### src/rtl/ahb_slave_bridge_if.sv
// AHB-lite slave port plus backend request/response channel
// for the posted-write AHB slave bridge.
interface ahb_slave_bridge_if #(
  parameter int DATA_WIDTH = 32,
  parameter int ADDR_WIDTH = 32,
  parameter int WBUF_DEPTH = 4
);
  localparam int SW = DATA_WIDTH / 8;
  localparam int LW = $clog2(WBUF_DEPTH) + 1;

  logic                  i_hselx;
  logic [1:0]            i_htrans;
  logic                  i_hwrite;
  logic [2:0]            i_hsize;
  logic [ADDR_WIDTH-1:0] i_haddr;
  logic [DATA_WIDTH-1:0] i_hwdata;
  logic                  i_hready;
  logic                  o_hreadyout;
  logic                  o_hresp;
  logic [DATA_WIDTH-1:0] o_hrdata;

  logic                  o_valid;
  logic                  i_ready;
  logic                  o_rd0_wr1;
  logic [ADDR_WIDTH-1:0] o_addr;
  logic [DATA_WIDTH-1:0] o_wr_data;
  logic [SW-1:0]         o_wr_strb;
  logic                  i_rd_valid;
  logic [DATA_WIDTH-1:0] i_rd_data;
  logic [LW-1:0]         o_wbuf_level;

  modport slave (
    input  i_hselx, i_htrans, i_hwrite, i_hsize,
    input  i_haddr, i_hwdata, i_hready,
    output o_hreadyout, o_hresp, o_hrdata,
    output o_valid, o_rd0_wr1, o_addr,
    output o_wr_data, o_wr_strb, o_wbuf_level,
    input  i_ready, i_rd_valid, i_rd_data
  );

  modport master (
    output i_hselx, i_htrans, i_hwrite, i_hsize,
    output i_haddr, i_hwdata, i_hready,
    input  o_hreadyout, o_hresp, o_hrdata,
    input  o_valid, o_rd0_wr1, o_addr,
    input  o_wr_data, o_wr_strb, o_wbuf_level,
    output i_ready, i_rd_valid, i_rd_data
  );
endinterface

### src/rtl/ahb_slave_bridge.sv
// AHB-lite slave to valid/ready backend bridge with a posted-write
// FIFO; reads wait for the FIFO to drain to keep write-before-read.
module ahb_slave_bridge #(
  parameter int DATA_WIDTH = 32,
  parameter int ADDR_WIDTH = 32,
  parameter int WBUF_DEPTH = 4
) (
  input logic i_clk_ahb,
  input logic i_rst_ahb,
  ahb_slave_bridge_if.slave bus
);
  localparam int SW = DATA_WIDTH / 8;
  localparam int LG = $clog2(SW);
  localparam int PW = $clog2(WBUF_DEPTH);
  localparam int LW = PW + 1;

  typedef enum logic [2:0] {
    S_IDLE, S_WDATA, S_RD_DRAIN, S_RD_REQ,
    S_RD_WAIT, S_ERR1, S_ERR2
  } state_e;

  state_e                state_q, state_d;
  logic [ADDR_WIDTH-1:0] addr_q, addr_d;
  logic [2:0]            size_q, size_d;

  logic [ADDR_WIDTH-1:0] fa_mem [WBUF_DEPTH];
  logic [DATA_WIDTH-1:0] fd_mem [WBUF_DEPTH];
  logic [SW-1:0]         fs_mem [WBUF_DEPTH];
  logic [PW-1:0]         wptr_q, rptr_q;
  logic [LW-1:0]         cnt_q;

  logic                  empty, full, wr_issue;
  logic                  push, pop, can_push;
  logic                  acc, err, slot, rd_req;
  logic                  hready, hresp;
  logic [DATA_WIDTH-1:0] rdata;
  logic [ADDR_WIDTH-1:0] amask;
  logic [SW-1:0]         strb;

  assign empty    = cnt_q == '0;
  assign full     = cnt_q == LW'(WBUF_DEPTH);
  assign wr_issue = !empty && state_q != S_RD_REQ
                    && state_q != S_RD_WAIT;
  assign pop      = wr_issue && bus.i_ready;
  assign can_push = !full || pop;
  assign push     = state_q == S_WDATA && can_push;
  assign acc      = bus.i_hselx && bus.i_hready
                    && bus.i_htrans[1];

  always_comb begin
    amask = (ADDR_WIDTH'(1) << bus.i_hsize) - ADDR_WIDTH'(1);
    err   = (bus.i_hsize > 3'(LG))
            || ((bus.i_haddr & amask) != '0);
  end

  // hsize bytes starting at the registered lane offset
  always_comb begin
    strb = '0;
    for (int b = 0; b < SW; b++) begin
      strb[b] = (b >= int'(addr_q[LG-1:0]))
                && (b < int'(addr_q[LG-1:0]) + (1 << size_q));
    end
  end

  always_comb begin
    state_d = state_q;
    addr_d  = addr_q;
    size_d  = size_q;
    hready  = 1'b1;
    hresp   = 1'b0;
    rdata   = '0;
    rd_req  = 1'b0;
    slot    = 1'b0;
    unique case (state_q)
      S_IDLE: slot = 1'b1;
      S_WDATA: begin
        hready = can_push;
        slot   = can_push;
        if (can_push) state_d = S_IDLE;
      end
      S_RD_DRAIN: begin
        hready = 1'b0;
        if (empty) state_d = S_RD_REQ;
      end
      S_RD_REQ: begin
        hready = 1'b0;
        rd_req = 1'b1;
        if (bus.i_ready) state_d = S_RD_WAIT;
      end
      S_RD_WAIT: begin
        hready = bus.i_rd_valid;
        if (bus.i_rd_valid) begin
          rdata   = bus.i_rd_data;
          slot    = 1'b1;
          state_d = S_IDLE;
        end
      end
      S_ERR1: begin
        hready  = 1'b0;
        hresp   = 1'b1;
        state_d = S_ERR2;
      end
      S_ERR2: begin
        hresp   = 1'b1;
        slot    = 1'b1;
        state_d = S_IDLE;
      end
      default: state_d = S_IDLE;
    endcase
    // a completing data phase can take the next address phase
    if (slot && acc) begin
      addr_d = bus.i_haddr;
      size_d = bus.i_hsize;
      if (err)               state_d = S_ERR1;
      else if (bus.i_hwrite) state_d = S_WDATA;
      else                   state_d = S_RD_DRAIN;
    end
  end

  always_ff @(posedge i_clk_ahb or posedge i_rst_ahb) begin
    if (i_rst_ahb) begin
      state_q <= S_IDLE;
      addr_q  <= '0;
      size_q  <= '0;
      wptr_q  <= '0;
      rptr_q  <= '0;
      cnt_q   <= '0;
    end else begin
      state_q <= state_d;
      addr_q  <= addr_d;
      size_q  <= size_d;
      if (push) wptr_q <= wptr_q + PW'(1);
      if (pop)  rptr_q <= rptr_q + PW'(1);
      unique case ({push, pop})
        2'b10:   cnt_q <= cnt_q + LW'(1);
        2'b01:   cnt_q <= cnt_q - LW'(1);
        default: cnt_q <= cnt_q;
      endcase
    end
  end

  always_ff @(posedge i_clk_ahb) begin
    if (push) begin
      fa_mem[wptr_q] <= addr_q;
      fd_mem[wptr_q] <= bus.i_hwdata;
      fs_mem[wptr_q] <= strb;
    end
  end

  assign bus.o_hreadyout  = hready;
  assign bus.o_hresp      = hresp;
  assign bus.o_hrdata     = rdata;
  assign bus.o_valid      = wr_issue || rd_req;
  assign bus.o_rd0_wr1    = wr_issue;
  assign bus.o_addr       = wr_issue ? fa_mem[rptr_q]
                          : rd_req   ? addr_q : '0;
  assign bus.o_wr_data    = wr_issue ? fd_mem[rptr_q] : '0;
  assign bus.o_wr_strb    = wr_issue ? fs_mem[rptr_q] : '0;
  assign bus.o_wbuf_level = cnt_q;
endmodule
### src/flat_wrapper.sv
// flat-port wrapper written by rule: the top's interface ports become plain ports
module ahb_slave_bridge_flat 
#(
  parameter int DATA_WIDTH = 32,
  parameter int ADDR_WIDTH = 32,
  parameter int WBUF_DEPTH = 4
)
  (i_clk_ahb, i_rst_ahb, bus_i_hselx, bus_i_htrans, bus_i_hwrite, bus_i_hsize, bus_i_haddr, bus_i_hwdata, bus_i_hready, bus_o_hreadyout, bus_o_hresp, bus_o_hrdata, bus_o_valid, bus_o_rd0_wr1, bus_o_addr, bus_o_wr_data, bus_o_wr_strb, bus_o_wbuf_level, bus_i_ready, bus_i_rd_valid, bus_i_rd_data);
  ahb_slave_bridge_if #(.DATA_WIDTH(DATA_WIDTH), .ADDR_WIDTH(ADDR_WIDTH), .WBUF_DEPTH(WBUF_DEPTH)) bus_i ();
  input logic i_clk_ahb;
  input logic i_rst_ahb;
  input wire logic [$bits(bus_i.i_hselx)-1:0] bus_i_hselx;
  input wire logic [$bits(bus_i.i_htrans)-1:0] bus_i_htrans;
  input wire logic [$bits(bus_i.i_hwrite)-1:0] bus_i_hwrite;
  input wire logic [$bits(bus_i.i_hsize)-1:0] bus_i_hsize;
  input wire logic [$bits(bus_i.i_haddr)-1:0] bus_i_haddr;
  input wire logic [$bits(bus_i.i_hwdata)-1:0] bus_i_hwdata;
  input wire logic [$bits(bus_i.i_hready)-1:0] bus_i_hready;
  output wire logic [$bits(bus_i.o_hreadyout)-1:0] bus_o_hreadyout;
  output wire logic [$bits(bus_i.o_hresp)-1:0] bus_o_hresp;
  output wire logic [$bits(bus_i.o_hrdata)-1:0] bus_o_hrdata;
  output wire logic [$bits(bus_i.o_valid)-1:0] bus_o_valid;
  output wire logic [$bits(bus_i.o_rd0_wr1)-1:0] bus_o_rd0_wr1;
  output wire logic [$bits(bus_i.o_addr)-1:0] bus_o_addr;
  output wire logic [$bits(bus_i.o_wr_data)-1:0] bus_o_wr_data;
  output wire logic [$bits(bus_i.o_wr_strb)-1:0] bus_o_wr_strb;
  output wire logic [$bits(bus_i.o_wbuf_level)-1:0] bus_o_wbuf_level;
  input wire logic [$bits(bus_i.i_ready)-1:0] bus_i_ready;
  input wire logic [$bits(bus_i.i_rd_valid)-1:0] bus_i_rd_valid;
  input wire logic [$bits(bus_i.i_rd_data)-1:0] bus_i_rd_data;
  assign bus_i.i_hselx = bus_i_hselx;
  assign bus_i.i_htrans = bus_i_htrans;
  assign bus_i.i_hwrite = bus_i_hwrite;
  assign bus_i.i_hsize = bus_i_hsize;
  assign bus_i.i_haddr = bus_i_haddr;
  assign bus_i.i_hwdata = bus_i_hwdata;
  assign bus_i.i_hready = bus_i_hready;
  assign bus_o_hreadyout = bus_i.o_hreadyout;
  assign bus_o_hresp = bus_i.o_hresp;
  assign bus_o_hrdata = bus_i.o_hrdata;
  assign bus_o_valid = bus_i.o_valid;
  assign bus_o_rd0_wr1 = bus_i.o_rd0_wr1;
  assign bus_o_addr = bus_i.o_addr;
  assign bus_o_wr_data = bus_i.o_wr_data;
  assign bus_o_wr_strb = bus_i.o_wr_strb;
  assign bus_o_wbuf_level = bus_i.o_wbuf_level;
  assign bus_i.i_ready = bus_i_ready;
  assign bus_i.i_rd_valid = bus_i_rd_valid;
  assign bus_i.i_rd_data = bus_i_rd_data;
  ahb_slave_bridge #(.DATA_WIDTH(DATA_WIDTH), .ADDR_WIDTH(ADDR_WIDTH), .WBUF_DEPTH(WBUF_DEPTH)) u_core (.i_clk_ahb(i_clk_ahb), .i_rst_ahb(i_rst_ahb), .bus(bus_i));
endmodule
### config.mk
export PLATFORM = sky130hd
export DESIGN_NAME = ahb_slave_bridge_flat
export DESIGN_NICKNAME = d
export VERILOG_FILES = /design/src/rtl/ahb_slave_bridge_if.sv /design/src/rtl/ahb_slave_bridge.sv /design/src/flat_wrapper.sv
export SDC_FILE = /design/constraint.sdc
export NUM_CORES = 1
export LEC_CHECK = 0
export ABC_CLOCK_PERIOD_IN_PS = 4000
export BUFFER_PORTS_ARGS = -buffer_cell sky130_fd_sc_hd__clkbuf_2
export CAP_MARGIN = 5
export CORE_MARGIN = 1
export CORE_UTILIZATION = 56
export CTS_CLUSTER_SIZE = 25
export DETAILED_ROUTE_END_ITERATION = 8
export PLACE_DENSITY_LB_ADDON = 0.25
export SLEW_MARGIN = 20
export SYNTH_ARGS = -nofsm -noshare
export SYNTH_HDL_FRONTEND = slang
export SYNTH_SLANG_ARGS = --single-unit
### constraint.sdc
create_clock -name i_clk_ahb -period 4 [get_ports i_clk_ahb]
set_input_delay 1.2 -clock i_clk_ahb [delete_from_list [all_inputs] [get_ports i_clk_ahb]]
set_output_delay 1.2 -clock i_clk_ahb [all_outputs]
set_load 0.05 [all_outputs]
* After elaboration in Yosys (flattened, before gate mapping)
Memories as Yosys holds them, arrays and structs flattened.
Index checks and enable logic that the tools add are counted.
** Storage, ports and cells
- Flip-flop bits (word level) :: 45
- Latch bits :: 0
- Memory bits (writable) :: 272
- Memory bits (read-only) :: 0
- Input port bits :: 108
- Output and inout bits :: 107
- Logic and storage cells :: 87
- Memories kept :: 3
** Memory list
- u_core.fa_mem :: words 4, bits a word 32, rd ports 1, clocked after Yosys merged registers in 0, write ports 1, line ahb_slave_bridge.sv:26 : logic [ADDR_WIDTH-1:0] fa_mem [WBUF_DEPTH];
- u_core.fd_mem :: words 4, bits a word 32, rd ports 1, clocked after Yosys merged registers in 0, write ports 1, line ahb_slave_bridge.sv:27 : logic [DATA_WIDTH-1:0] fd_mem [WBUF_DEPTH];
- u_core.fs_mem :: words 4, bits a word 4, rd ports 1, clocked after Yosys merged registers in 0, write ports 1, line ahb_slave_bridge.sv:28 : logic [SW-1:0] fs_mem [WBUF_DEPTH];
** Cells by class
- Add/sub/neg operators :: 6
- Multipliers :: 0
- Divide/modulo/power cells :: 0
- $lt $le $gt $ge :: 8
- Equality and inequality tests :: 16
- Shift-type cells :: 2
- Mux-type cells :: 22
- Bitwise logic cells :: 1
- Reduce and logical (&&, ||, !) cells :: 23
** Operators with widths (count)
- $mux W32 :: 5
- $lt A3 B32 Y1 const A :: 2
- $shl A1 B3 Y32 const A :: 2
- $add A3 B32 Y32 :: 1
- $and A32 B32 Y32 :: 1
- $lt A1 B32 Y1 const A :: 1
- $lt A2 B32 Y1 const A :: 1
- $reduce_bool A32 Y1 :: 1
- $sub A32 B2 Y32 const B :: 1
- $mux W3 :: 6
- $pmux W3 S6 :: 1
- $eq A3 B3 Y1 const B :: 4
- $ne A3 B2 Y1 const B :: 4
- $logic_and A1 B1 Y1 :: 10
- $eq A3 B2 Y1 const B :: 2
- $logic_not A3 Y1 :: 2
- $pmux W1 S3 :: 2
- $pmux W3 S2 :: 1
- $mux W1 :: 5
- $reduce_and A5 Y1 :: 1
- $add A2 B1 Y2 const B :: 2
- $ge A1 B2 Y1 const A :: 2
- $mux W4 :: 1
- $reduce_or A2 Y1 :: 2
- other kinds (15) :: 18

* Logic depth before layout (Yosys ltp)
Gate-level depths: netlist of run 1.
- Depth after elaboration :: 10
- Gate-level depth with buffers :: 11
- Mapped depth without buffers :: 9

* Worst setup path after synthesis of run 1
Ideal clock, no wire load.
- Kind :: input to register
- From :: input bus_i_ready
- To :: memory u_core.fa_mem[0][0] (enable)
- Library setup time :: 0.433 ns
- Arrival time :: 3.256 ns
- Required time :: 3.567 ns
- Setup slack :: 0.311 ns
- Cell stages on the path :: 3
- Path buffers :: 0
- Path through :: nor4b_4 nor3_2 and2_1
** On the way
- Word-level cells in the longest chain between the ends :: 5
** Ends and longest elaborated chain
- start: declaration :: line flat_wrapper.sv:28 : input wire logic [$bits(bus_i.i_ready)-1:0] bus_i_ready;
- $logic_and A1 B1 Y1 :: line ahb_slave_bridge.sv:44 : assign pop = wr_issue && bus.i_ready;
- $logic_or A1 B1 Y1 :: line ahb_slave_bridge.sv:45 : assign can_push = !full || pop;
- $logic_and A1 B1 Y1 :: line ahb_slave_bridge.sv:46 : assign push = state_q == S_WDATA && can_push;
- $mux W1 :: line ahb_slave_bridge.sv:143 : if (push) begin
- $mux W1 (not written as such) :: line ahb_slave_bridge.sv:144 : fa_mem[wptr_q] <= addr_q;
- end: declaration :: line ahb_slave_bridge.sv:26
Every way passes these cells.

* Final worst setup path of run 1
- From :: register u_core.rptr_q[0]
- To :: output bus_o_addr[2]
** On the way
- Word-level cells in the longest chain between the ends :: 2
** Ends and longest elaborated chain
- start: declaration :: line ahb_slave_bridge.sv:29 : logic [PW-1:0] wptr_q, rptr_q;
- start signal: assignment :: line ahb_slave_bridge.sv:133 : if (pop) rptr_q <= rptr_q + PW'(1);
- $mem_v2 Z4 W32
- $mux W32 :: line ahb_slave_bridge.sv:155 : assign bus.o_addr = wr_issue ? fa_mem[rptr_q]
- end: declaration :: line flat_wrapper.sv:24 : output wire logic [$bits(bus_i.o_addr)-1:0] bus_o_addr;
Every way passes these cells.

==> flow_summary.yaml, run 1 <==
outcome:
  status: "finished clean"
drt:
  drt-initial-drc-count: 422
  routed.top_layer: "met4"
  vias: 6887
  post_drt_via_cell_ratio: 5.827
  routed-wl-met3_um: 1685
  wl_per_cell_um: 21.99
  drt_first_pass_iters: 5
  ant_nets: 0
  wirelength_met1_um: 10680
  wl_met2_um: 12780
  drc: 0
  routed_wl_um: 26000
floorplan:
  die_w_um: 152.9
  start_util_pct: 57.75
  io_pins: 215
  num_rows: 54
  dieArea_sq_mm: 0.02339
  core_area_sq_mm: 0.02209
  fp.dieH_um: 152.9
clock_network:
  cts_tree: "yes"
  htreeDepth: 2
  postCtsSetupBuffers: 0
  cts_resized: 0
  clkSlewWorstSetupHoldPaths_ps: 60
  numCtsBuffers: 34
  cts_num_sinks: 317
  insertion_delay_ps: 500
  clockBufferDepth: 3
  hold_buffers: 0
  root_buffer: "clkbuf_16"
logic_synthesis:
  syn-cell-area_sq_mm: 0.01276
  yosys_most_used_dff: "edfxtp_1"
  ys_warn_count: 0
  syn_nets: 762
  async_flop_share_pct: 14.20
  synth_area_per_cell_sq_um: 19.81
  synth_edf_count: 272
  syn_inst: 644
  synth_seq_area_share_pct: 72.84
  synth.distinct_cells: 43
  synth-seq-cells: 317
setup_path:
  critPathBufInv: 2
  critical-path-max-stage-delay_ps: 620
  worst_setup_path_end_kind: "output port"
  critPathLaunchType: "flip-flop"
  cp_max_fo: 15
  cp_top_family: "flip-flops"
  crit_arrival_ps: 2480
  crit_type: "flip-flop to output port"
  cp_cell_sequence: "buf_4 -> mux4_2 -> a22o_1 -> clkbuf_2"
  worstPathRequired_ps: 2800
  crit_path_top_delay_cell: "dfrtp_4"
global_routing:
  grt_pass1_vias: 7167
  grt_usage_pct: 22.97
  grt_pass1_wl_um: 40220
  grt_overflow: 0
  grt_max_degree: 72
  antenna_found_initial: 2
pwr:
  power_density_mw_per_mm2: 881.5
  power.share.switching_pct: 40.64
  peakVddDrop_uv: 769.5
  power.switching_mw: 5.495
  power_frac_comb_pct: 41.8
  internal-power_mw: 8.026
  cellLeakagePower_nw: 5.773
  clockPowerShare_pct: 22.3
  power_frac_seq_pct: 35.9
hold_path:
  hold_path.class: "flip-flop to flip-flop"
sta:
  setup_violations: 0
  fin_crit_sh_pct: 91.90
  maxSlewViolCount: 0
  fmax_mhz: 272.0
  hold_viol: 0
  finalSetupTns_ps: 0
  post-route-min-period_ps: 3676
  slew_headroom_pct: 44.63
  worst_pin_slew_ps: 829.3
  rsz0062_at_grt: "no"
  fin_skew_ps: 21.18
cells_and_area:
  post-route-util_pct: 69.42
  num-fill-cells: 1447
  multi_input_area_sq_mm: 0.003247
  syn_to_final_growth_pct: 20.21
  nNetsFinal: 995
  seqCellArea_sq_mm: 0.009301
  drive_above_1_share_pct: 43.67
run:
  drv_cap: 0
place:
  gp_congestion: 0.9891
  dpl.hpwl_um: 16440
  port_buffers: 213
-- worst paths after layout --
path                                   start                    endpoint  slack, ps  cells after the start
min in group asynchronous          i_rst_ahb           u_core.addr_q[21]        840                      2
setup reg to reg           u_core.state_q[0]  u_core.bus.o_wbuf_level[2]       1210                     10
setup / recovery            u_core.rptr_q[0]               bus_o_addr[2]        320                      4
hold reg to reg             u_core.addr_q[7]         u_core.fa_mem[2][7]        540                      0
max in group asynchronous          i_rst_ahb           u_core.addr_q[16]       2440                      3
hold / removal              u_core.addr_q[7]         u_core.fa_mem[2][7]        540                      0
-- state kept, by name, summed over array words and instances (netlist names) --
name	flops
u_core.fs_mem	16
u_core.wptr_q	2
u_core.state_q	3
u_core.fa_mem	128
u_core.fd_mem	128
u_core.bus.o_wbuf_level	3
u_core.size_q	3
u_core.addr_q	32
u_core.rptr_q	2
-- area by class of cell --
class,count,area share [%]
Antenna cell,2,0.03263
Inverter,13,0.3181
Timing Repair Buffer,233,8.500
Clock buffer,51,6.297
Multi-Input combinational cell,278,21.17
Sequential cell,317,60.64
Tap cell,280,2.284
Clock inverter,8,0.7586
-- synthesized netlist by cell type (2+ instances only) --
cell	instances	area (sq um)
a21oi_1	9	45.04
a221o_1	2	20.02
a22o_1	32	280.3
and2_1	73	456.7
buf_2	16	80.08
buf_6	4	45.04
clkbuf_1	14	52.55
dfrtp_1	45	1126
edfxtp_1	272	8168
fa_1	2	40.04
ha_1	8	100.1
inv_1	13	48.80
mux2_2	34	382.9
mux4_2	68	1531
nand2_1	3	11.26
nand2b_1	5	31.28
nand3_1	3	15.01
nor2_1	5	18.77
nor3_1	3	15.01
nor3b_1	4	30.03
o21ai_0	3	15.01
xnor2_1	3	26.28
xor2_1	3	26.28
-- kinds of logic (layout without fill, tap and decap cells) --
| logic type | after synthesis | after routing | share of synthesized area [%] |
|---|---|---|---|
| AO/OA/AOI/OAI | 55 | 55 | 3.491 |
| XOR/XNOR | 6 | 6 | 0.4119 |
| adder cells (fa/ha/maj) | 10 | 10 | 1.098 |
| buffers and inverters | 49 | 305 | 1.843 |
| flip-flops | 317 | 317 | 72.84 |
| multiplexers | 104 | 104 | 15.17 |
| other | 0 | 2 | 0 |
| AND/OR/NAND/NOR | 103 | 103 | 5.148 |
-- cell usage in the layout, fill, tap and decap left out, types with 3 or more instances in the layout --
master / instances
and2_1: 69
bufinv_16: 3
nor3b_1: 3
edfxtp_1: 272
xor2_1: 3
and2_4: 4
a22o_1: 32
nor2_1: 5
mux2_2: 34
buf_12: 7
nand3_1: 3
nand2b_1: 5
nor3_1: 3
nand2_1: 3
clkbuf_1: 13
mux4_2: 68
xnor2_1: 3
o21ai_0: 3
ha_1: 8
clkbuf_16: 35
buf_4: 13
clkbuf_8: 3
inv_1: 12
dfrtp_1: 43
a21oi_1: 9
clkbuf_2: 213
-- power groups by stage --
| stage | sequential, mW | clock (mW) | combinational (mW) |
|---|---|---|---|
| finish | 4.85 | 3.01 | 5.66 |
| CTS | 4.86 | 3.07 | 5.72 |
| global placement | 4.86 | 0 | 5.62 |
| global route | 4.93 | 3.19 | 5.96 |
| floorplan | 4.67 | 0 | 4.55 |
| detailed placement | 4.93 | 0 | 5.69 |
-- metal layers --
metal / track usage [%] / vias up
met5: 0 / -
met4: 8.899 / 0
met3: 3.884 / 39
met2: 38.14 / 297
met1: 30.78 / 3506
li1: - / 3045
-- through the flow --
step	worst slack (ps)	hold slack (ps)	cells	area [sq um]	power [mW]
floorplan	311.1	489.9	644	12760	9.217
global placement	530.0	510.6	1121	14250	10.48
detailed placement	507.1	526.7	1121	14250	10.62
CTS	263.6	534.5	1180	15330	13.64
global route	197.9	559.2	1182	15340	14.08
finish	324.1	541.1	1182	15340	13.52
Note: power is estimated with default switching activity, not from simulation.
==> run 2: changes to the inputs <==
ABC_AREA = 1   (was default)
==> flow_summary.yaml, run 2 <==
clock_network:
  root_buffer: "clkbuf_16"
  clockBufferDepth: 3
  cts_num_sinks: 317
  insertion_delay_ps: 560
  hold_buffers: 0
  htreeDepth: 1
  cts_tree: "yes"
  clkSlewWorstSetupHoldPaths_ps: 60
  numCtsBuffers: 31
  postCtsSetupBuffers: 0
logic_synthesis:
  synth.area.mux_share_pct: 0
  synth-seq-cells: 317
  synth.distinct_cells: 40
  synthSimpleGateAreaFrac_pct: 11.49
  ys_warn_count: 0
  ys_top_cells_by_count: "272 x edfxtp_1, 204 x nand2_1, 122 x nor2_1"
  synth_edf_count: 272
  syn_nets: 1252
  synth_top_family_by_area: "compound AO/OA/AOI/OAI gates"
  synth_area_per_cell_sq_um: 11.71
  synthAdderAreaFrac_pct: 1.056
  synth-xor-area-share_pct: 0.2639
  async_flop_share_pct: 14.20
  yosys.area.top_type_share_pct: 61.53
  synth_compound_area_share_pct: 12.07
  yosys-top-cells-area: "edfxtp_1 62%, dfrtp_1 8.5%, nand2_1 5.8%, o21ai_0 4.3%, nor2_1 3.4%"
  synth_top_area_cell: "edfxtp_1"
  syn-cell-area_sq_mm: 0.01328
  synth_seq_area_share_pct: 70.01
  syn_inst: 1134
  yosys_most_used_dff: "edfxtp_1"
  synth.most_common_cell: "edfxtp_1"
place:
  dp_cells: 1614
  post_dp_cell_area_sq_mm: 0.01491
  gp_congestion: 0.9101
  dpl.hpwl_um: 17720
  port_buffers: 213
sta:
  hold_viol: 0
  whs_ps: 530.3
  fin_crit_sh_pct: 96.01
  slew_headroom_pct: 53.50
  worst_pin_slew_ps: 695.8
  fin_skew_ps: 9.086
  setup_violations: 0
  maxSlewViolCount: 0
  fmax_mhz: 260.4
  post-route-min-period_ps: 3840
  finalSetupTns_ps: 0
  rsz0062_at_grt: "no"
setup_path:
  crit_arrival_ps: 2640
  critPathBufInv: 3
  crit_type: "flip-flop to output port"
  crit_top_cell: "nand2_1"
  startpoint: "u_core.rptr_q[0]"
  worst_setup_path_end_kind: "output port"
  critical-path-max-stage-delay_ps: 670
  cp_cell_sequence: "inv_6 -> buf_12 -> nand2_1 -> a221o_1 -> nand2_1 -> clkbuf_2"
  r2r-start: "u_core.state_q[2]"
  worstPathRequired_ps: 2800
  crit_path_top_delay_cell: "dfrtp_4"
  critPathLaunchType: "flip-flop"
  cp_max_fo: 41
  cp_top_family: "buffers and inverters"
floorplan:
  fp.dieH_um: 156.0
  core_area_sq_mm: 0.02292
  die_w_um: 156.0
  start_util_pct: 57.93
  io_pins: 215
  dieArea_sq_mm: 0.02433
  num_rows: 55
cells_and_area:
  final_cell_mix: "272 x edfxtp_1, 205 x clkbuf_2, 204 x nand2_1, 118 x nor2_1, 114 x o21ai_0"
  final_area_sq_mm: 0.01602
  multi_input_area_sq_mm: 0.003342
  num_antenna_cells: 0
  syn_to_final_growth_pct: 20.71
  fin_cells: 1672
  seqCellArea_sq_mm: 0.009299
  drive_above_1_share_pct: 24.65
  nNetsFinal: 1452
  reg.largest.list: "u_core.fa_mem (128), u_core.fd_mem (128), u_core.addr_q (32)"
  layout_commonest_cell: "edfxtp_1"
  num-fill-cells: 1607
drt:
  ant_nets: 0
  drc: 0
  routed_wl_um: 29750
  vias: 9294
  drt_first_pass_iters: 5
  drt-initial-drc-count: 715
  wl_per_cell_um: 17.79
  post_drt_via_cell_ratio: 5.559
hold_path:
  hold_start: "u_core.addr_q[25]"
  hold_path.class: "flip-flop to flip-flop"
pwr:
  power_density_mw_per_mm2: 938.3
  cellLeakagePower_nw: 6.452
  power_mw: 15.04
  peakVddDrop_uv: 595.4
global_routing:
  grtUsageMet1_pct: 32.79
  grt_util_met2_pct: 43.28
  grt_overflow: 0
  grt_usage_pct: 25.16
  grt_pass1_wl_um: 46930
  grt_max_degree: 94
  antenna_found_initial: 0
  grt_pass1_vias: 9204
  gr-usage-met3_pct: 3.528
  gr-max-usage-layer: "met2"
run:
  drv_cap: 0
outcome:
  status: "finished clean"
[run 2: cell count changes after synthesis, moves of 32 or more]
cell | before | now
and2_1 | 73 | 0
mux4_2 | 68 | 0
nand2_1 | 3 | 204
o21ai_0 | 3 | 114
mux2_2 | 34 | 0
clkbuf_1 | 14 | 49
o22ai_1 | 1 | 36
a22o_1 | 32 | 0
a21oi_1 | 9 | 69
nor2_1 | 5 | 122
inv_1 | 13 | 88
[run 2: kinds of logic (layout without fill, tap and decap cells)]
| family | Yosys count | count (layout) |
|---|---|---|
| buffers and inverters | 162 | 387 |
| DFF | 317 | 317 |
| and+or+nand+nor | 373 | 373 |
| adders and majority gates | 10 | 10 |
| AOI/OAI and AO/OA | 268 | 268 |
| xor gates and xnor gates | 4 | 4 |
[run 2: worst paths after layout]
check | to | slack (ps) | cells past startpoint
min in group asynchronous | u_core.addr_q[6] | 720 | 2
worst max-delay path | bus_o_addr[23] | 160 | 6
worst min register to register | u_core.fa_mem[2][25] | 530 | 0
worst max register to register | u_core.fd_mem[0][1] | 1210 | 8
worst min-delay path | u_core.fa_mem[2][25] | 530 | 0
max in group asynchronous | u_core.addr_q[19] | 2600 | 3
[run 2: per-stage QoR]
step / utilization, % / setup WS (ps)
finish: 69.93 / 159.6
global route: 69.93 / 42.14
CTS: 69.88 / 63.02
detailed placement: 65.05 / 554.2
global placement: 65.05 / 595.6
floorplan: - / -884.0
[run 2: power breakdown]
| part | switching (mW) | leakage (nW) | total, mW | internal (mW) |
|---|---|---|---|---|
| sequential | 0.429 | 3.01 | 4.79 | 4.36 |
| combinational | 5.23 | 2.91 | 7.18 | 1.95 |
| clock | 1.22 | 0.526 | 3.06 | 1.84 |
| total | 6.88 | 6.45 | 15.0 | 8.16 |
[run 2: what timing repair did]
action,in CTS,in global routing
setup endpoints to repair,2,17
gates resized for setup,1,2
cloned,0,0
[run 2: routing by layer]
| layer | part of all wire (%) | wire length [um] |
|---|---|---|
| met5 | 0 | 0 |
| met4 | 2.7 | 809 |
| met3 | 7.8 | 2312 |
| met2 | 51 | 15110 |
| met1 | 39 | 11520 |
[run 2: layout make-up]
class | count | share of cell area, %
flip-flops and latches | 317 | 58.03
inverters | 91 | 2.178
well taps | 313 | 2.444
clock buffers | 39 | 5.341
repair buffers | 238 | 9.612
clock inverters | 19 | 1.538
multi-input cells | 655 | 20.86
